File: src/rtl/tt_memop_tracker.sv
// rtl/tt_memop_tracker.sv - in-order tracker for outstanding memops, sync-start/sync-end to commit.
// Optional build macro TT_MEMOP_TRACKER_ERR_EN enables the sticky o_err protocol checker.
module tt_memop_tracker #(
    parameter int DEPTH = 4,
    parameter int TAG_W = $clog2(DEPTH)
) (
    input  logic             i_clk,
    input  logic             i_reset,
    input  logic             i_load,
    input  logic             i_store,
    input  logic             i_id_ex_rts,
    input  logic             i_ex_rtr,
    input  logic             i_last_uop,
    input  logic             i_lq_empty,
    input  logic             i_memop_sync_end,
    input  logic [TAG_W-1:0] i_sync_end_tag,
    output logic             o_memop_sync_start,
    output logic [TAG_W-1:0] o_sync_start_tag,
    output logic             o_completed_valid,
    output logic [TAG_W-1:0] o_completed_tag,
    output logic             o_completed_is_load,
    output logic             o_ovi_stall,
    output logic [TAG_W:0]   o_outstanding,
    output logic             o_err
);

    typedef enum logic [1:0] {
        SLOT_FREE    = 2'd0,
        SLOT_PREPARE = 2'd1,
        SLOT_BUSY    = 2'd2,
        SLOT_SYNCED  = 2'd3
    } slot_state_t;

    slot_state_t      state_q [DEPTH];
    slot_state_t      state_d [DEPTH];
    logic [DEPTH-1:0] is_load_q;
    logic [DEPTH-1:0] is_load_d;
    logic [DEPTH-1:0] got_se_q;
    logic [DEPTH-1:0] got_se_d;
    logic [DEPTH-1:0] se_vec;

    logic [TAG_W-1:0] alloc_ptr_q;
    logic [TAG_W-1:0] head_ptr_q;
    logic [TAG_W:0]   outstanding_q;
    logic [TAG_W:0]   outstanding_d;

    logic             fire;
    logic             full;
    logic             open_valid;
    logic             alloc;
    logic             close;
    logic             commit;

    assign fire   = (i_load | i_store) & i_id_ex_rts & i_ex_rtr;
    assign full   = (outstanding_q == (TAG_W+1)'(DEPTH));
    assign alloc  = fire & ~open_valid & ~full;
    assign close  = fire & open_valid & i_last_uop;
    assign commit = (state_q[head_ptr_q] == SLOT_SYNCED) & i_lq_empty;

    // Only one slot can ever sit in PREPARE, so any PREPARE slot is the open one.
    always_comb begin
        open_valid = 1'b0;
        for (int i = 0; i < DEPTH; i++) begin
            if (state_q[i] == SLOT_PREPARE) begin
                open_valid = 1'b1;
            end
        end
    end

    always_comb begin
        se_vec = '0;
        if (i_memop_sync_end) begin
            se_vec[i_sync_end_tag] = 1'b1;
        end
    end

    always_comb begin
        for (int i = 0; i < DEPTH; i++) begin
            state_d[i]   = state_q[i];
            is_load_d[i] = is_load_q[i];
            got_se_d[i]  = got_se_q[i];
            if (alloc && (alloc_ptr_q == TAG_W'(i))) begin
                is_load_d[i] = i_load;
                got_se_d[i]  = se_vec[i];
                state_d[i]   = i_last_uop ? SLOT_BUSY : SLOT_PREPARE;
            end else if (commit && (head_ptr_q == TAG_W'(i))) begin
                state_d[i]   = SLOT_FREE;
                is_load_d[i] = 1'b0;
                got_se_d[i]  = 1'b0;
            end else begin
                case (state_q[i])
                    SLOT_PREPARE: begin
                        if (close) begin
                            state_d[i] = (got_se_q[i] | se_vec[i]) ? SLOT_SYNCED : SLOT_BUSY;
                        end else if (se_vec[i]) begin
                            got_se_d[i] = 1'b1;
                        end
                    end
                    SLOT_BUSY: begin
                        if (got_se_q[i] | se_vec[i]) begin
                            state_d[i] = SLOT_SYNCED;
                        end
                    end
                    default: begin
                    end
                endcase
            end
        end
    end

    always_comb begin
        outstanding_d = outstanding_q;
        case ({alloc, commit})
            2'b10:   outstanding_d = outstanding_q + (TAG_W+1)'(1);
            2'b01:   outstanding_d = outstanding_q - (TAG_W+1)'(1);
            default: outstanding_d = outstanding_q;
        endcase
    end

    always_ff @(posedge i_clk or posedge i_reset) begin
        if (i_reset) begin
            for (int i = 0; i < DEPTH; i++) begin
                state_q[i] <= SLOT_FREE;
            end
            is_load_q     <= '0;
            got_se_q      <= '0;
            alloc_ptr_q   <= '0;
            head_ptr_q    <= '0;
            outstanding_q <= '0;
        end else begin
            for (int i = 0; i < DEPTH; i++) begin
                state_q[i] <= state_d[i];
            end
            is_load_q     <= is_load_d;
            got_se_q      <= got_se_d;
            outstanding_q <= outstanding_d;
            if (alloc) begin
                alloc_ptr_q <= alloc_ptr_q + TAG_W'(1);
            end
            if (commit) begin
                head_ptr_q <= head_ptr_q + TAG_W'(1);
            end
        end
    end

`ifdef TT_MEMOP_TRACKER_ERR_EN
    logic        err_q;
    logic        se_bad;
    slot_state_t se_state;

    // The slot being allocated this cycle is still FREE in registered state but is a legal target.
    assign se_state = state_q[i_sync_end_tag];
    assign se_bad   = i_memop_sync_end
                    & ((se_state == SLOT_FREE) | (se_state == SLOT_SYNCED))
                    & ~(alloc & (alloc_ptr_q == i_sync_end_tag));

    always_ff @(posedge i_clk or posedge i_reset) begin
        if (i_reset) begin
            err_q <= 1'b0;
        end else if (se_bad || (fire && o_ovi_stall)) begin
            err_q <= 1'b1;
        end
    end

    assign o_err = err_q;
`else
    assign o_err = 1'b0;
`endif

    assign o_memop_sync_start  = alloc & ~i_reset;
    assign o_sync_start_tag    = alloc_ptr_q;
    assign o_completed_valid   = commit & ~i_reset;
    assign o_completed_tag     = head_ptr_q;
    assign o_completed_is_load = is_load_q[head_ptr_q];
    assign o_ovi_stall         = full & ~open_valid;
    assign o_outstanding       = outstanding_q;

endmodule

File: config.mk
export PLATFORM = sky130hd
export DESIGN_NAME = tt_memop_tracker
export DESIGN_NICKNAME = d
export VERILOG_FILES = /design/src/rtl/tt_memop_tracker.sv
export SDC_FILE = /design/constraint.sdc
export NUM_CORES = 1
export LEC_CHECK = 0
export BUFFER_PORTS_ARGS = -buffer_cell sky130_fd_sc_hd__buf_2
export CAP_MARGIN = 40
export CORE_ASPECT_RATIO = 2
export CORE_UTILIZATION = 55
export CTS_CLUSTER_DIAMETER = 60
export DETAILED_ROUTE_END_ITERATION = 10
export GPL_TIMING_DRIVEN = 0
export PLACE_DENSITY = 0.77
export SLEW_MARGIN = 15
export SYNTH_ARGS = -nofsm -noshare
export SYNTH_HDL_FRONTEND = slang
export SYNTH_SLANG_ARGS = --single-unit
File: constraint.sdc
create_clock -name i_clk -period 3.6 [get_ports i_clk]
set_clock_uncertainty 0.05 [all_clocks]
set_input_delay 0.54 -clock i_clk [delete_from_list [all_inputs] [get_ports i_clk]]
set_output_delay 0.54 -clock i_clk [all_outputs]
set_load 0.01 [all_outputs]
==> flow_summary.html, run 1 <==
<table>
<tr><th>Metric</th><th>Value</th></tr>
<tr><th colspan="2">Run status</th></tr>
<tr><td>Result of the run</td><td>complete, no violations</td></tr>
<tr><th colspan="2">Yosys</th></tr>
<tr><td>Cell count after synthesis</td><td>161</td></tr>
<tr><td>Number of storage elements in the synthesis netlist</td><td>23</td></tr>
<tr><td>Combined area of all synthesized cells</td><td>0.00156 mm^2</td></tr>
<tr><td>Number of synthesized flops with an enable pin</td><td>0</td></tr>
<tr><td>Post-Synthesis Net Count</td><td>184</td></tr>
<tr><td>Unique masters post-synth</td><td>53</td></tr>
<tr><td>Yosys warning total</td><td>0</td></tr>
<tr><td>Sequential area share after synthesis</td><td>36.9%</td></tr>
<tr><td>Share of flip-flops with an asynchronous set or reset after synthesis</td><td>100%</td></tr>
<tr><td>Mean Syn Cell Area</td><td>9.70 um^2</td></tr>
<tr><td>Top_reg_cell synth</td><td>dfrtp_1</td></tr>
<tr><th colspan="2">Setup path</th></tr>
<tr><td>Slowest cell delay on critical path</td><td>0.62 ns</td></tr>
<tr><td>Number of cells on the worst reg-to-reg path</td><td>9</td></tr>
<tr><td>Slowest stage cell on the critical path</td><td>nor4_4</td></tr>
<tr><td>Capturing point of the worst reg2reg path</td><td>o_outstanding[2]$_DFFE_PP0P_</td></tr>
<tr><td>Worst path required time</td><td>3.71 ns</td></tr>
<tr><td>Launch point of the worst reg-to-reg path</td><td>state_q[5]$_DFFE_PP0P_</td></tr>
<tr><td>Cells along the critical path</td><td>inv_1, ha_1, nor4_4, nand2_2, ha_1, fa_1, xnor2_1, nor2_1, xor2_1</td></tr>
<tr><td>Maximum fanout along the worst path</td><td>10</td></tr>
<tr><td>Element type at the critical path end</td><td>register</td></tr>
<tr><td>Data arrival time of the critical path</td><td>2.89 ns</td></tr>
<tr><td>Setup slack of the most critical reg-to-reg path</td><td>0.82 ns</td></tr>
<tr><td>Startpoint of the worst setup timing path</td><td>state_q[5]$_DFFE_PP0P_</td></tr>
<tr><td>Sort of element at the start of the critical path</td><td>register</td></tr>
<tr><td>Worst Path Class, Setup</td><td>reg2reg</td></tr>
<tr><td>CP dominant cell by count</td><td>ha_1</td></tr>
<tr><th colspan="2">Route</th></tr>
<tr><td>1st-iter DRT viols</td><td>34</td></tr>
<tr><td>Ratio of routed vias to standard cells</td><td>6.48</td></tr>
<tr><td>Total number of vias</td><td>1393</td></tr>
<tr><td>Number of nets with antenna violations after detailed routing</td><td>0</td></tr>
<tr><td>WL per Instance</td><td>17.3 um</td></tr>
<tr><td>Routed wire length</td><td>3720 um</td></tr>
<tr><td>Number of iterations in the first detailed-routing pass</td><td>4</td></tr>
<tr><td>Drc violations</td><td>0</td></tr>
<tr><th colspan="2">Die</th></tr>
<tr><td>Die area</td><td>0.00307 mm^2</td></tr>
<tr><td>Initial Util</td><td>57.1%</td></tr>
<tr><td>Die Span X</td><td>39.7 um</td></tr>
<tr><td>Core box area</td><td>0.00274 mm^2</td></tr>
<tr><td>Boundary Pins</td><td>23</td></tr>
<tr><td>Overall die height</td><td>77.4 um</td></tr>
<tr><td>Number of placement rows</td><td>27</td></tr>
<tr><th colspan="2">Min path</th></tr>
<tr><td>Worst min path class</td><td>in2async</td></tr>
<tr><th colspan="2">CTS</th></tr>
<tr><td>Total number of clock tree sinks</td><td>23</td></tr>
<tr><td>CTS tree</td><td>done</td></tr>
<tr><td>Post-CTS clock slew at the launch and capture registers of the worst setup and hold paths</td><td>0.09 ns</td></tr>
<tr><td>Number of buffers inserted to repair setup after CTS</td><td>0</td></tr>
<tr><td>CTS H-Tree Depth</td><td>1</td></tr>
<tr><td>Cts bufs inserted</td><td>3</td></tr>
<tr><td>Hold-fix buffers, CTS</td><td>0</td></tr>
<tr><td>Maximum buffer depth of the clock tree</td><td>2</td></tr>
<tr><td>Buffer cell driving the clock tree root</td><td>clkbuf_8</td></tr>
<tr><td>Post-cts gate resize count</td><td>0</td></tr>
<tr><td>Clk_lat worst skew</td><td>0.27 ns</td></tr>
<tr><th colspan="2">Place</th></tr>
<tr><td>Post-Place Setup Slack</td><td>0.892 ns</td></tr>
<tr><td>Total half-perimeter wirelength after legalization and detailed placement</td><td>2830 um</td></tr>
<tr><td>Gp weighted congestion</td><td>0.875</td></tr>
<tr><td>Total cell area at the placement stage</td><td>0.00171 mm^2</td></tr>
<tr><td>PortBufs</td><td>20</td></tr>
<tr><th colspan="2">Cells and area</th></tr>
<tr><td>Fill cell instance count of the final layout</td><td>226</td></tr>
<tr><td>Share of layout cells above drive strength 1</td><td>23.1%</td></tr>
<tr><td>Antenna diode instance count</td><td>0</td></tr>
<tr><td>Final std cell area, no fill</td><td>0.00176 mm^2</td></tr>
<tr><td>Area added between synthesis and finish</td><td>12.7%</td></tr>
<tr><td>Multi-input logic area</td><td>917 um^2</td></tr>
<tr><td>Final net count</td><td>210</td></tr>
<tr><td>Sequential cell area</td><td>576 um^2</td></tr>
<tr><th colspan="2">STA</th></tr>
<tr><td>Slew at the pin with the worst max-slew slack</td><td>0.674 ns</td></tr>
<tr><td>Final number of hold-violating endpoints</td><td>0</td></tr>
<tr><td>Fmax</td><td>359 MHz</td></tr>
<tr><td>Worst slew margin</td><td>55.0%</td></tr>
<tr><td>Count of final max-slew check failures</td><td>0</td></tr>
<tr><td>Final clock period utilization by the worst path</td><td>77.3%</td></tr>
<tr><td>Time the worst path needs with I/O delays and setup</td><td>2.78 ns</td></tr>
<tr><td>Total negative setup slack</td><td>0 ns</td></tr>
<tr><td>Slack of the critical path</td><td>0.817 ns</td></tr>
<tr><td>Hold slack final</td><td>0.180 ns</td></tr>
<tr><td>Setup repair after global routing missed its margin</td><td>false</td></tr>
<tr><td>Final setup fails</td><td>0</td></tr>
<tr><th colspan="2">Power and ir drop</th></tr>
<tr><td>Areal power density over the cells</td><td>731 mW/mm^2</td></tr>
<tr><td>Static leakage power</td><td>0.837 nW</td></tr>
<tr><td>Worst supply voltage drop on vdd</td><td>0.590 mV</td></tr>
<tr><td>Total power of the final layout</td><td>1.29 mW</td></tr>
<tr><th colspan="2">Global routing</th></tr>
<tr><td>Global Route Usage Sum</td><td>27.6%</td></tr>
<tr><td>Wire length of the first global-routing pass</td><td>6050 um</td></tr>
<tr><td>Sum of overflow across all layers after global routing</td><td>0</td></tr>
<tr><td>Pin count of the biggest net entering global routing</td><td>17</td></tr>
<tr><td>Number of global-route vias before repair</td><td>1381</td></tr>
<tr><td>Number of antenna violations at the first check in global routing</td><td>0</td></tr>
<tr><th colspan="2">Job</th></tr>
<tr><td>Max-capacitance violation count</td><td>0</td></tr>
</table>
-- metrics by stage --
step,cells,util (%)
2_1_floorplan,161,-
3_3_place_gp,210,62.0
3_5_place_dp,211,62.6
4_1_cts,215,64.3
5_1_grt,215,64.3
6_report,215,64.3
-- layout make-up --
class	count	area share, %
plain buffers	4	1.35
clock buffers	3	2.35
clock inverters	1	0.284
inverters	12	2.56
multi-input cells	122	52.1
flip-flops and latches	23	32.7
well taps	29	2.06
repair buffers	21	6.54
-- per-layer routing --
| metal | vias up | GRT usage (%) | part of all wire (%) |
|---|---|---|---|
| li1 | 641 | - | - |
| met2 | 65 | 47.5 | 54 |
| met3 | 12 | 4.00 | 4.0 |
| met4 | 0 | 12.1 | 3.4 |
| met1 | 675 | 31.2 | 38 |
| met5 | - | 0 | 0 |
-- cell families after synthesis --
family,after synthesis,synth area share (%)
other cells,1,0.240
simple gates,60,23.3
mux,3,2.88
fa+ha+maj,12,10.1
flops,23,36.9
compound gates,41,19.4
buf+inv,16,4.41
xor+xnor,5,2.80
-- how the worst max path moves through the flow --
stage	depth (start not counted)	end	slack, ns
after floorplan	9	o_outstanding[2]$_DFFE_PP0P_	1.18
after global placement	9	o_outstanding[2]$_DFFE_PP0P_	0.94
after detailed placement	9	o_outstanding[2]$_DFFE_PP0P_	0.89
after CTS	9	o_outstanding[2]$_DFFE_PP0P_	0.84
after global routing	9	o_outstanding[2]$_DFFE_PP0P_	0.72
final	9	o_outstanding[2]$_DFFE_PP0P_	0.82
-- registers in the layout (all words and copies together), names as in the netlist --
| name | count |
|---|---|
| state_q | 8 |
| got_se_q | 4 |
| is_load_q | 4 |
| o_outstanding | 3 |
| o_completed_tag | 2 |
| o_sync_start_tag | 2 |
-- critical path: cells and delay by family (launching register included) --
kind / cells / cell delay [ns]
AND/OR/NAND/NOR: 3 / 0.90
flip-flops: 1 / 0.40
adder cells (fa/ha/maj): 3 / 0.95
buffers and inverters: 1 / 0.06
XOR/XNOR: 2 / 0.30
-- power breakdown --
part           internal, mW  switching [mW]
registers             0.372           0.142
clock network        0.0775          0.0903
logic                 0.282           0.323
total                 0.732           0.555
-- cells in the mapped netlist, drive strengths merged, types with 3 or more instances --
cell / instances / share of area, %
nand2: 13 / 3.3
nor2: 9 / 2.2
and2: 5 / 2.0
dfrtp: 23 / 37
and3: 6 / 2.8
nor2b: 3 / 1.2
a21oi: 6 / 1.9
nand3: 6 / 2.6
buf: 3 / 1.3
xnor2: 4 / 2.2
inv: 12 / 2.9
ha: 11 / 8.8
nand4: 3 / 1.2
o21ai: 5 / 1.6
o211ai: 3 / 1.4
a22o: 4 / 2.2
o22ai: 7 / 2.8
a31oi: 3 / 1.6
nor3: 3 / 1.3
nor4: 3 / 2.2
-- layout by cell type (no fill, tap or decap), types with 2 or more instances in the layout --
master    synthesis  layout
o211ai_1          3       3
clkbuf_8          0       3
buf_2             1      21
and3_1            4       4
or4_1             2       2
nand3_1           4       4
a22oi_1           2       2
o21ai_0           5       5
nand4_1           3       3
nand3_2           2       2
a31oi_1           2       2
nor2_1            9       9
o21a_1            2       2
a32oi_1           2       2
and2_1            5       5
o22ai_1           7       7
buf_4             2       2
nor2b_1           3       3
xnor2_1           4       4
inv_1            12      12
ha_1             11      11
nor4_1            2       2
a21oi_1           6       6
a22o_1            4       4
nand2_1          12      12
dfrtp_1          23      23
nor3_1            2       2
(Power assumes the default switching activity.)
==> run 2, diff against run 1 <==
Clock period 3.6 ns to 2.78 ns, I/O delays scaled along.
==> run 2 against run 1 <==
Worst hold slack worse by 0.13 ns. Clock power up 33%. Via count down 0.29%. Sequential share of layout area down 0.55 points. Maximum frequency up 6.6%. Combinational power up 44%. Count of clock-buffer cells in the layout unchanged. Highest routed layer unchanged. Register-to-register slack worse by 0.65 ns. Critical path depth down 2.
==> flow_summary.html, run 2 (same netlist as run 1, synthesis figures left out) <==
<table>
<tr><th>Metric</th><th>Value</th></tr>
<tr><th colspan="2">Run status</th></tr>
<tr><td>Result of the run</td><td>complete, no violations</td></tr>
<tr><th colspan="2">Setup path</th></tr>
<tr><td>Maximum fanout along the worst path</td><td>8</td></tr>
<tr><td>Worst path required time</td><td>2.90 ns</td></tr>
<tr><td>Sort of element at the start of the critical path</td><td>register</td></tr>
<tr><td>Number of cells on the worst reg-to-reg path</td><td>7</td></tr>
<tr><td>Data arrival time of the critical path</td><td>2.73 ns</td></tr>
<tr><td>Setup slack of the most critical reg-to-reg path</td><td>0.17 ns</td></tr>
<tr><td>Capturing point of the worst reg2reg path</td><td>o_outstanding[1]$_DFFE_PP0P_</td></tr>
<tr><td>Launch point of the worst reg-to-reg path</td><td>o_completed_tag[1]$_DFFE_PP0N_</td></tr>
<tr><td>Worst Path Class, Setup</td><td>reg2reg</td></tr>
<tr><td>End point of the critical path</td><td>o_outstanding[1]$_DFFE_PP0P_</td></tr>
<tr><td>Startpoint of the worst setup timing path</td><td>o_completed_tag[1]$_DFFE_PP0N_</td></tr>
<tr><td>Element type at the critical path end</td><td>register</td></tr>
<tr><th colspan="2">Route</th></tr>
<tr><td>Total number of vias</td><td>1389</td></tr>
<tr><td>Drc violations</td><td>0</td></tr>
<tr><td>Number of nets with antenna violations after detailed routing</td><td>0</td></tr>
<tr><td>Number of iterations in the first detailed-routing pass</td><td>4</td></tr>
<tr><td>WL per Instance</td><td>17.6 um</td></tr>
<tr><td>DRT met1 WL</td><td>1440 um</td></tr>
<tr><td>Top metal layer carrying routed signals</td><td>met4</td></tr>
<tr><td>Met3 Wirelength</td><td>142 um</td></tr>
<tr><td>1st-iter DRT viols</td><td>54</td></tr>
<tr><td>Met2 wire length</td><td>2090 um</td></tr>
<tr><td>Routed wire length</td><td>3850 um</td></tr>
<tr><td>Ratio of routed vias to standard cells</td><td>6.34</td></tr>
<tr><th colspan="2">STA</th></tr>
<tr><td>Count of final max-slew check failures</td><td>0</td></tr>
<tr><td>Hold slack final</td><td>0.0515 ns</td></tr>
<tr><td>Time the worst path needs with I/O delays and setup</td><td>2.61 ns</td></tr>
<tr><td>Setup repair after global routing missed its margin</td><td>false</td></tr>
<tr><td>Final number of hold-violating endpoints</td><td>0</td></tr>
<tr><td>Final clock period utilization by the worst path</td><td>93.9%</td></tr>
<tr><td>Slew at the pin with the worst max-slew slack</td><td>0.658 ns</td></tr>
<tr><td>Final setup fails</td><td>0</td></tr>
<tr><td>Worst slew margin</td><td>56.0%</td></tr>
<tr><td>Total negative setup slack</td><td>0 ns</td></tr>
<tr><td>Slack of the critical path</td><td>0.170 ns</td></tr>
<tr><td>Fmax</td><td>383 MHz</td></tr>
<tr><th colspan="2">CTS</th></tr>
<tr><td>Cts bufs inserted</td><td>3</td></tr>
<tr><td>CTS tree</td><td>done</td></tr>
<tr><td>Clk_lat worst skew</td><td>0.27 ns</td></tr>
<tr><td>Maximum buffer depth of the clock tree</td><td>2</td></tr>
<tr><td>Hold-fix buffers, CTS</td><td>0</td></tr>
<tr><td>Total number of clock tree sinks</td><td>23</td></tr>
<tr><td>Buffer cell driving the clock tree root</td><td>clkbuf_8</td></tr>
<tr><td>Post-CTS clock slew at the launch and capture registers of the worst setup and hold paths</td><td>0.09 ns</td></tr>
<tr><td>CTS H-Tree Depth</td><td>1</td></tr>
<tr><th colspan="2">Cells and area</th></tr>
<tr><td>Final net count</td><td>214</td></tr>
<tr><td>Max reg flops</td><td>8</td></tr>
<tr><td>Number of cells in the finished layout apart from fillers</td><td>219</td></tr>
<tr><td>Leading cell type in the layout, fill and taps excluded</td><td>dfrtp_1</td></tr>
<tr><td>Share of layout cells above drive strength 1</td><td>24.7%</td></tr>
<tr><td>Final std cell area, no fill</td><td>0.00179 mm^2</td></tr>
<tr><td>Antenna diode instance count</td><td>0</td></tr>
<tr><td>Largest registers ranked by flip-flop count</td><td>state_q x8, got_se_q x4, is_load_q x4</td></tr>
<tr><td>Core occupancy in the finished layout</td><td>65.4%</td></tr>
<tr><td>Area added between synthesis and finish</td><td>14.6%</td></tr>
<tr><td>Register ranked first by flip-flop count</td><td>state_q</td></tr>
<tr><td>Commonest cells after routing, fill and taps aside</td><td>23 x dfrtp_1, 21 x buf_2, 12 x inv_1, 12 x nand2_1, 11 x ha_1</td></tr>
<tr><th colspan="2">Power and ir drop</th></tr>
<tr><td>Static leakage power</td><td>0.855 nW</td></tr>
<tr><td>Total power of the final layout</td><td>1.76 mW</td></tr>
<tr><td>Worst supply voltage drop on vdd</td><td>0.755 mV</td></tr>
<tr><td>Areal power density over the cells</td><td>984 mW/mm^2</td></tr>
<tr><th colspan="2">Place</th></tr>
<tr><td>Total half-perimeter wirelength after legalization and detailed placement</td><td>2830 um</td></tr>
<tr><td>Total cell area at the placement stage</td><td>0.00171 mm^2</td></tr>
<tr><td>Gp weighted congestion</td><td>0.875</td></tr>
<tr><td>PortBufs</td><td>20</td></tr>
<tr><td>Post-Place Setup Slack</td><td>0.0716 ns</td></tr>
<tr><td>Dpl cells</td><td>211</td></tr>
<tr><th colspan="2">Global routing</th></tr>
<tr><td>Global Route Usage Sum</td><td>27.6%</td></tr>
<tr><td>Pin count of the biggest net entering global routing</td><td>17</td></tr>
<tr><td>Sum of overflow across all layers after global routing</td><td>0</td></tr>
<tr><td>Number of global-route vias before repair</td><td>1381</td></tr>
<tr><td>Wire length of the first global-routing pass</td><td>6050 um</td></tr>
<tr><td>Number of antenna violations at the first check in global routing</td><td>0</td></tr>
<tr><th colspan="2">Die</th></tr>
<tr><td>Number of placement rows</td><td>27</td></tr>
<tr><td>Boundary Pins</td><td>23</td></tr>
<tr><td>Die area</td><td>0.00307 mm^2</td></tr>
<tr><td>Initial Util</td><td>57.1%</td></tr>
<tr><td>Die Span X</td><td>39.7 um</td></tr>
<tr><td>Core box area</td><td>0.00274 mm^2</td></tr>
<tr><td>Overall die height</td><td>77.4 um</td></tr>
<tr><th colspan="2">Job</th></tr>
<tr><td>Max-capacitance violation count</td><td>0</td></tr>
<tr><th colspan="2">Min path</th></tr>
<tr><td>Worst min path class</td><td>in2async</td></tr>
</table>
[run 2: cell types whose count changed in the layout (fill, tap and decap cells not counted), sizes merged]
cell / previous run / this run
buf: 24 / 28
[run 2: layout make-up]
| cell class | instances | area [um^2] |
|---|---|---|
| multi-input combinational | 122 | 917 |
| timing repair buffer | 25 | 145 |
| buffer | 4 | 23.8 |
| clock buffer | 3 | 41.3 |
| fill | 220 | 947 |
| sequential | 23 | 576 |
| clock inverter | 1 | 5.00 |
| tap | 29 | 36.3 |
| inverter | 12 | 45.0 |
[run 2: timing repair]
item	in CTS	in global routing
buffers inserted	0	4
endpoints found under the setup margin	0	2
gates resized for setup	0	0
[run 2: worst min path at each step]
| stage | start | endpoint | slack (ns) | cells past startpoint |
|---|---|---|---|---|
| after floorplan | i_reset | got_se_q[0]$_DFFE_PP0P_ | 0.37 | 1 |
| after global placement | is_load_q[2]$_DFFE_PP0P_ | is_load_q[2]$_DFFE_PP0P_ | 0.45 | 1 |
| after global routing | i_reset | o_sync_start_tag[1]$_DFFE_PP0P_ | 0.1 | 2 |
| after CTS | i_reset | o_sync_start_tag[0]$_DFFE_PP0P_ | 0.07 | 2 |
| after detailed placement | i_reset | o_sync_start_tag[1]$_DFFE_PP0P_ | 0.36 | 2 |
| final | i_reset | o_sync_start_tag[0]$_DFFE_PP0P_ | 0.05 | 2 |
[run 2: where the power goes]
group          switching [mW]  internal (mW)  total (mW)
Clock                   0.122          0.101       0.223
Combinational           0.440          0.431       0.871
Sequential              0.184          0.482       0.666
[run 2: per-layer routing]
| layer | GRT usage (%) | vias to the layer above |
|---|---|---|
| li1 | - | 649 |
| met1 | 31.2 | 671 |
| met2 | 47.5 | 51 |
| met5 | 0 | - |
| met3 | 4.00 | 18 |
| met4 | 12.1 | 0 |
[run 2: worst max-delay path, stage by stage, from the launching register on]
cell and delay, ns:
dfrtp_1 0.51, inv_1 0.15, a31oi_2 0.38, and3_1 0.21, clkbuf_1 0.23, ha_1 0.26
fa_1 0.44, mux2_2 0.27
==> run 3, diff against run 2 <==
Settings changed: BUFFER_PORTS_ARGS -buffer_cell sky130_fd_sc_hd__buf_2 to -buffer_cell sky130_fd_sc_hd__buf_4.
==> run 3 against run 2 <==
Register-to-register slack hardly changed. Via count is 1.1% lower. Sequential share of layout area is 0.94 points lower. Die area unchanged. Total power is 0.17% higher. Critical endpoint unchanged. Final area is 3.0% higher.
==> flow_summary.html, run 3 (same netlist as run 1, synthesis figures left out) <==
<table>
<tr><th>Metric</th><th>Value</th></tr>
<tr><th colspan="2">Run status</th></tr>
<tr><td>Result of the run</td><td>complete, no violations</td></tr>
<tr><th colspan="2">Die</th></tr>
<tr><td>Boundary Pins</td><td>23</td></tr>
<tr><td>Number of placement rows</td><td>27</td></tr>
<tr><td>Die Span X</td><td>39.7 um</td></tr>
<tr><td>Die area</td><td>0.00307 mm^2</td></tr>
<tr><td>Initial Util</td><td>57.1%</td></tr>
<tr><td>Core box area</td><td>0.00274 mm^2</td></tr>
<tr><td>Overall die height</td><td>77.4 um</td></tr>
<tr><th colspan="2">Global routing</th></tr>
<tr><td>Wire length of the first global-routing pass</td><td>5950 um</td></tr>
<tr><td>Number of antenna violations at the first check in global routing</td><td>0</td></tr>
<tr><td>Number of global-route vias before repair</td><td>1330</td></tr>
<tr><td>Pin count of the biggest net entering global routing</td><td>18</td></tr>
<tr><td>Sum of overflow across all layers after global routing</td><td>0</td></tr>
<tr><td>Global Route Usage Sum</td><td>27.3%</td></tr>
<tr><th colspan="2">STA</th></tr>
<tr><td>Final number of hold-violating endpoints</td><td>0</td></tr>
<tr><td>Slack of the critical path</td><td>0.178 ns</td></tr>
<tr><td>Slew at the pin with the worst max-slew slack</td><td>0.621 ns</td></tr>
<tr><td>Hold slack final</td><td>0.0716 ns</td></tr>
<tr><td>Total negative setup slack</td><td>0 ns</td></tr>
<tr><td>Final setup fails</td><td>0</td></tr>
<tr><td>Setup repair after global routing missed its margin</td><td>false</td></tr>
<tr><td>Count of final max-slew check failures</td><td>0</td></tr>
<tr><td>Time the worst path needs with I/O delays and setup</td><td>2.60 ns</td></tr>
<tr><td>Worst slew margin</td><td>58.5%</td></tr>
<tr><td>Fmax</td><td>384 MHz</td></tr>
<tr><td>Final clock period utilization by the worst path</td><td>93.6%</td></tr>
<tr><th colspan="2">Place</th></tr>
<tr><td>Dpl cells</td><td>211</td></tr>
<tr><td>Total half-perimeter wirelength after legalization and detailed placement</td><td>2830 um</td></tr>
<tr><td>Post-Place Setup Slack</td><td>0.0608 ns</td></tr>
<tr><td>PortBufs</td><td>20</td></tr>
<tr><td>Gp weighted congestion</td><td>0.911</td></tr>
<tr><td>Total cell area at the placement stage</td><td>0.00178 mm^2</td></tr>
<tr><th colspan="2">Power and ir drop</th></tr>
<tr><td>Internal power</td><td>1.03 mW</td></tr>
<tr><td>Sequential share of power</td><td>37.7%</td></tr>
<tr><td>Total power of the final layout</td><td>1.76 mW</td></tr>
<tr><td>Share of total power in combinational logic</td><td>50.1%</td></tr>
<tr><td>Static leakage power</td><td>0.868 nW</td></tr>
<tr><td>Total net switching power</td><td>728 uW</td></tr>
<tr><td>Share of total power consumed by net switching</td><td>41.3%</td></tr>
<tr><td>Worst supply voltage drop on vdd</td><td>0.539 mV</td></tr>
<tr><td>Areal power density over the cells</td><td>956 mW/mm^2</td></tr>
<tr><td>Clock share of power</td><td>12.2%</td></tr>
<tr><th colspan="2">Route</th></tr>
<tr><td>Number of iterations in the first detailed-routing pass</td><td>4</td></tr>
<tr><td>Routed wire length</td><td>3810 um</td></tr>
<tr><td>1st-iter DRT viols</td><td>38</td></tr>
<tr><td>Number of nets with antenna violations after detailed routing</td><td>0</td></tr>
<tr><td>Total number of vias</td><td>1374</td></tr>
<tr><td>Drc violations</td><td>0</td></tr>
<tr><td>Ratio of routed vias to standard cells</td><td>6.30</td></tr>
<tr><td>WL per Instance</td><td>17.5 um</td></tr>
<tr><th colspan="2">Setup path</th></tr>
<tr><td>Launch point of the worst reg-to-reg path</td><td>o_completed_tag[1]$_DFFE_PP0N_</td></tr>
<tr><td>Sort of element at the start of the critical path</td><td>register</td></tr>
<tr><td>Worst Path Buf+Inv</td><td>2</td></tr>
<tr><td>Data arrival time of the critical path</td><td>2.71 ns</td></tr>
<tr><td>Element type at the critical path end</td><td>register</td></tr>
<tr><td>Slowest cell delay on critical path</td><td>0.49 ns</td></tr>
<tr><td>Cell family contributing the most delay on the critical path</td><td>adder cells</td></tr>
<tr><td>Cells along the critical path</td><td>inv_1, a31oi_2, and3_1, clkbuf_1, ha_1, fa_1, mux2_2</td></tr>
<tr><td>Slowest stage cell on the critical path</td><td>dfrtp_1</td></tr>
<tr><td>Maximum fanout along the worst path</td><td>8</td></tr>
<tr><td>Worst Path Class, Setup</td><td>reg2reg</td></tr>
<tr><td>Worst path required time</td><td>2.89 ns</td></tr>
<tr><td>Startpoint of the worst setup timing path</td><td>o_completed_tag[1]$_DFFE_PP0N_</td></tr>
<tr><th colspan="2">Cells and area</th></tr>
<tr><td>Leading cell type in the layout, fill and taps excluded</td><td>buf_4</td></tr>
<tr><td>Share of layout cells above drive strength 1</td><td>23.8%</td></tr>
<tr><td>Register ranked first by flip-flop count</td><td>state_q</td></tr>
<tr><td>Core occupancy in the finished layout</td><td>67.4%</td></tr>
<tr><td>Largest registers ranked by flip-flop count</td><td>state_q x8, got_se_q x4, is_load_q x4</td></tr>
<tr><td>Number of cells in the finished layout apart from fillers</td><td>218</td></tr>
<tr><td>Final std cell area, no fill</td><td>0.00184 mm^2</td></tr>
<tr><td>Commonest cells after routing, fill and taps aside</td><td>25 x buf_4, 23 x dfrtp_1, 12 x inv_1, 12 x nand2_1, 11 x ha_1</td></tr>
<tr><td>Antenna diode instance count</td><td>0</td></tr>
<tr><td>Final net count</td><td>213</td></tr>
<tr><td>Max reg flops</td><td>8</td></tr>
<tr><td>Area added between synthesis and finish</td><td>18.0%</td></tr>
<tr><th colspan="2">CTS</th></tr>
<tr><td>Total number of clock tree sinks</td><td>23</td></tr>
<tr><td>Post-cts gate resize count</td><td>0</td></tr>
<tr><td>Cts bufs inserted</td><td>3</td></tr>
<tr><td>Post-CTS clock slew at the launch and capture registers of the worst setup and hold paths</td><td>0.09 ns</td></tr>
<tr><td>Hold-fix buffers, CTS</td><td>0</td></tr>
<tr><td>CTS H-Tree Depth</td><td>1</td></tr>
<tr><td>CTS tree</td><td>done</td></tr>
<tr><td>Buffer cell driving the clock tree root</td><td>clkbuf_8</td></tr>
<tr><td>Clk_lat worst skew</td><td>0.27 ns</td></tr>
<tr><td>Maximum buffer depth of the clock tree</td><td>2</td></tr>
<tr><th colspan="2">Min path</th></tr>
<tr><td>Worst min path class</td><td>in2async</td></tr>
<tr><th colspan="2">Job</th></tr>
<tr><td>Max-capacitance violation count</td><td>0</td></tr>
</table>
-- run 3: power by group through the flow --
stage | Clock (mW) | Sequential (mW) | Combinational, mW
floorplan | 0 | 0.641 | 0.555
global placement | 0 | 0.655 | 0.775
detailed placement | 0 | 0.665 | 0.809
CTS | 0.216 | 0.661 | 0.813
global route | 0.226 | 0.691 | 0.965
finish | 0.216 | 0.664 | 0.883
-- run 3: final timing paths --
check	slack (ns)	to	depth (start not counted)
worst max-delay path	0.18	o_outstanding[1]$_DFFE_PP0P_	7
worst min-delay path	0.07	o_sync_start_tag[1]$_DFFE_PP0P_	2
worst max register to register	0.18	o_outstanding[1]$_DFFE_PP0P_	7
worst min register to register	0.46	is_load_q[2]$_DFFE_PP0P_	1
max in group asynchronous	2.19	o_outstanding[2]$_DFFE_PP0P_	3
min in group i_clk	0.37	is_load_q[2]$_DFFE_PP0P_	2
-- run 3: metal layers --
| layer | up-vias | part of all wire [%] | global-route usage [%] |
|---|---|---|---|
| li1 | 644 | - | - |
| met1 | 668 | 39 | 32.8 |
| met2 | 47 | 53 | 44.1 |
| met3 | 15 | 3.1 | 2.29 |
| met4 | 0 | 5.1 | 16.2 |
| met5 | - | 0 | 0 |
-- run 3: what timing repair did --
action                                 in CTS  in global routing
endpoints found under the hold margin       0                  0
setup endpoints to repair                   0                  2
buffers inserted                            0                  3
-- run 3: area by class of cell --
type / count / area (um^2)
multi-input cells: 122 / 917
inverters: 12 / 45.0
flip-flops and latches: 23 / 576
clock buffers: 4 / 45.0
repair buffers: 24 / 200
well taps: 29 / 36.3
plain buffers: 4 / 23.8
fillers: 226 / 893
-- run 3: worst reg2reg max path, stage by stage, from the launching register on --
cell,delay (ns)
dfrtp_1,0.49
inv_1,0.14
a31oi_2,0.38
and3_1,0.21
clkbuf_1,0.25
ha_1,0.26
fa_1,0.43
mux2_2,0.27
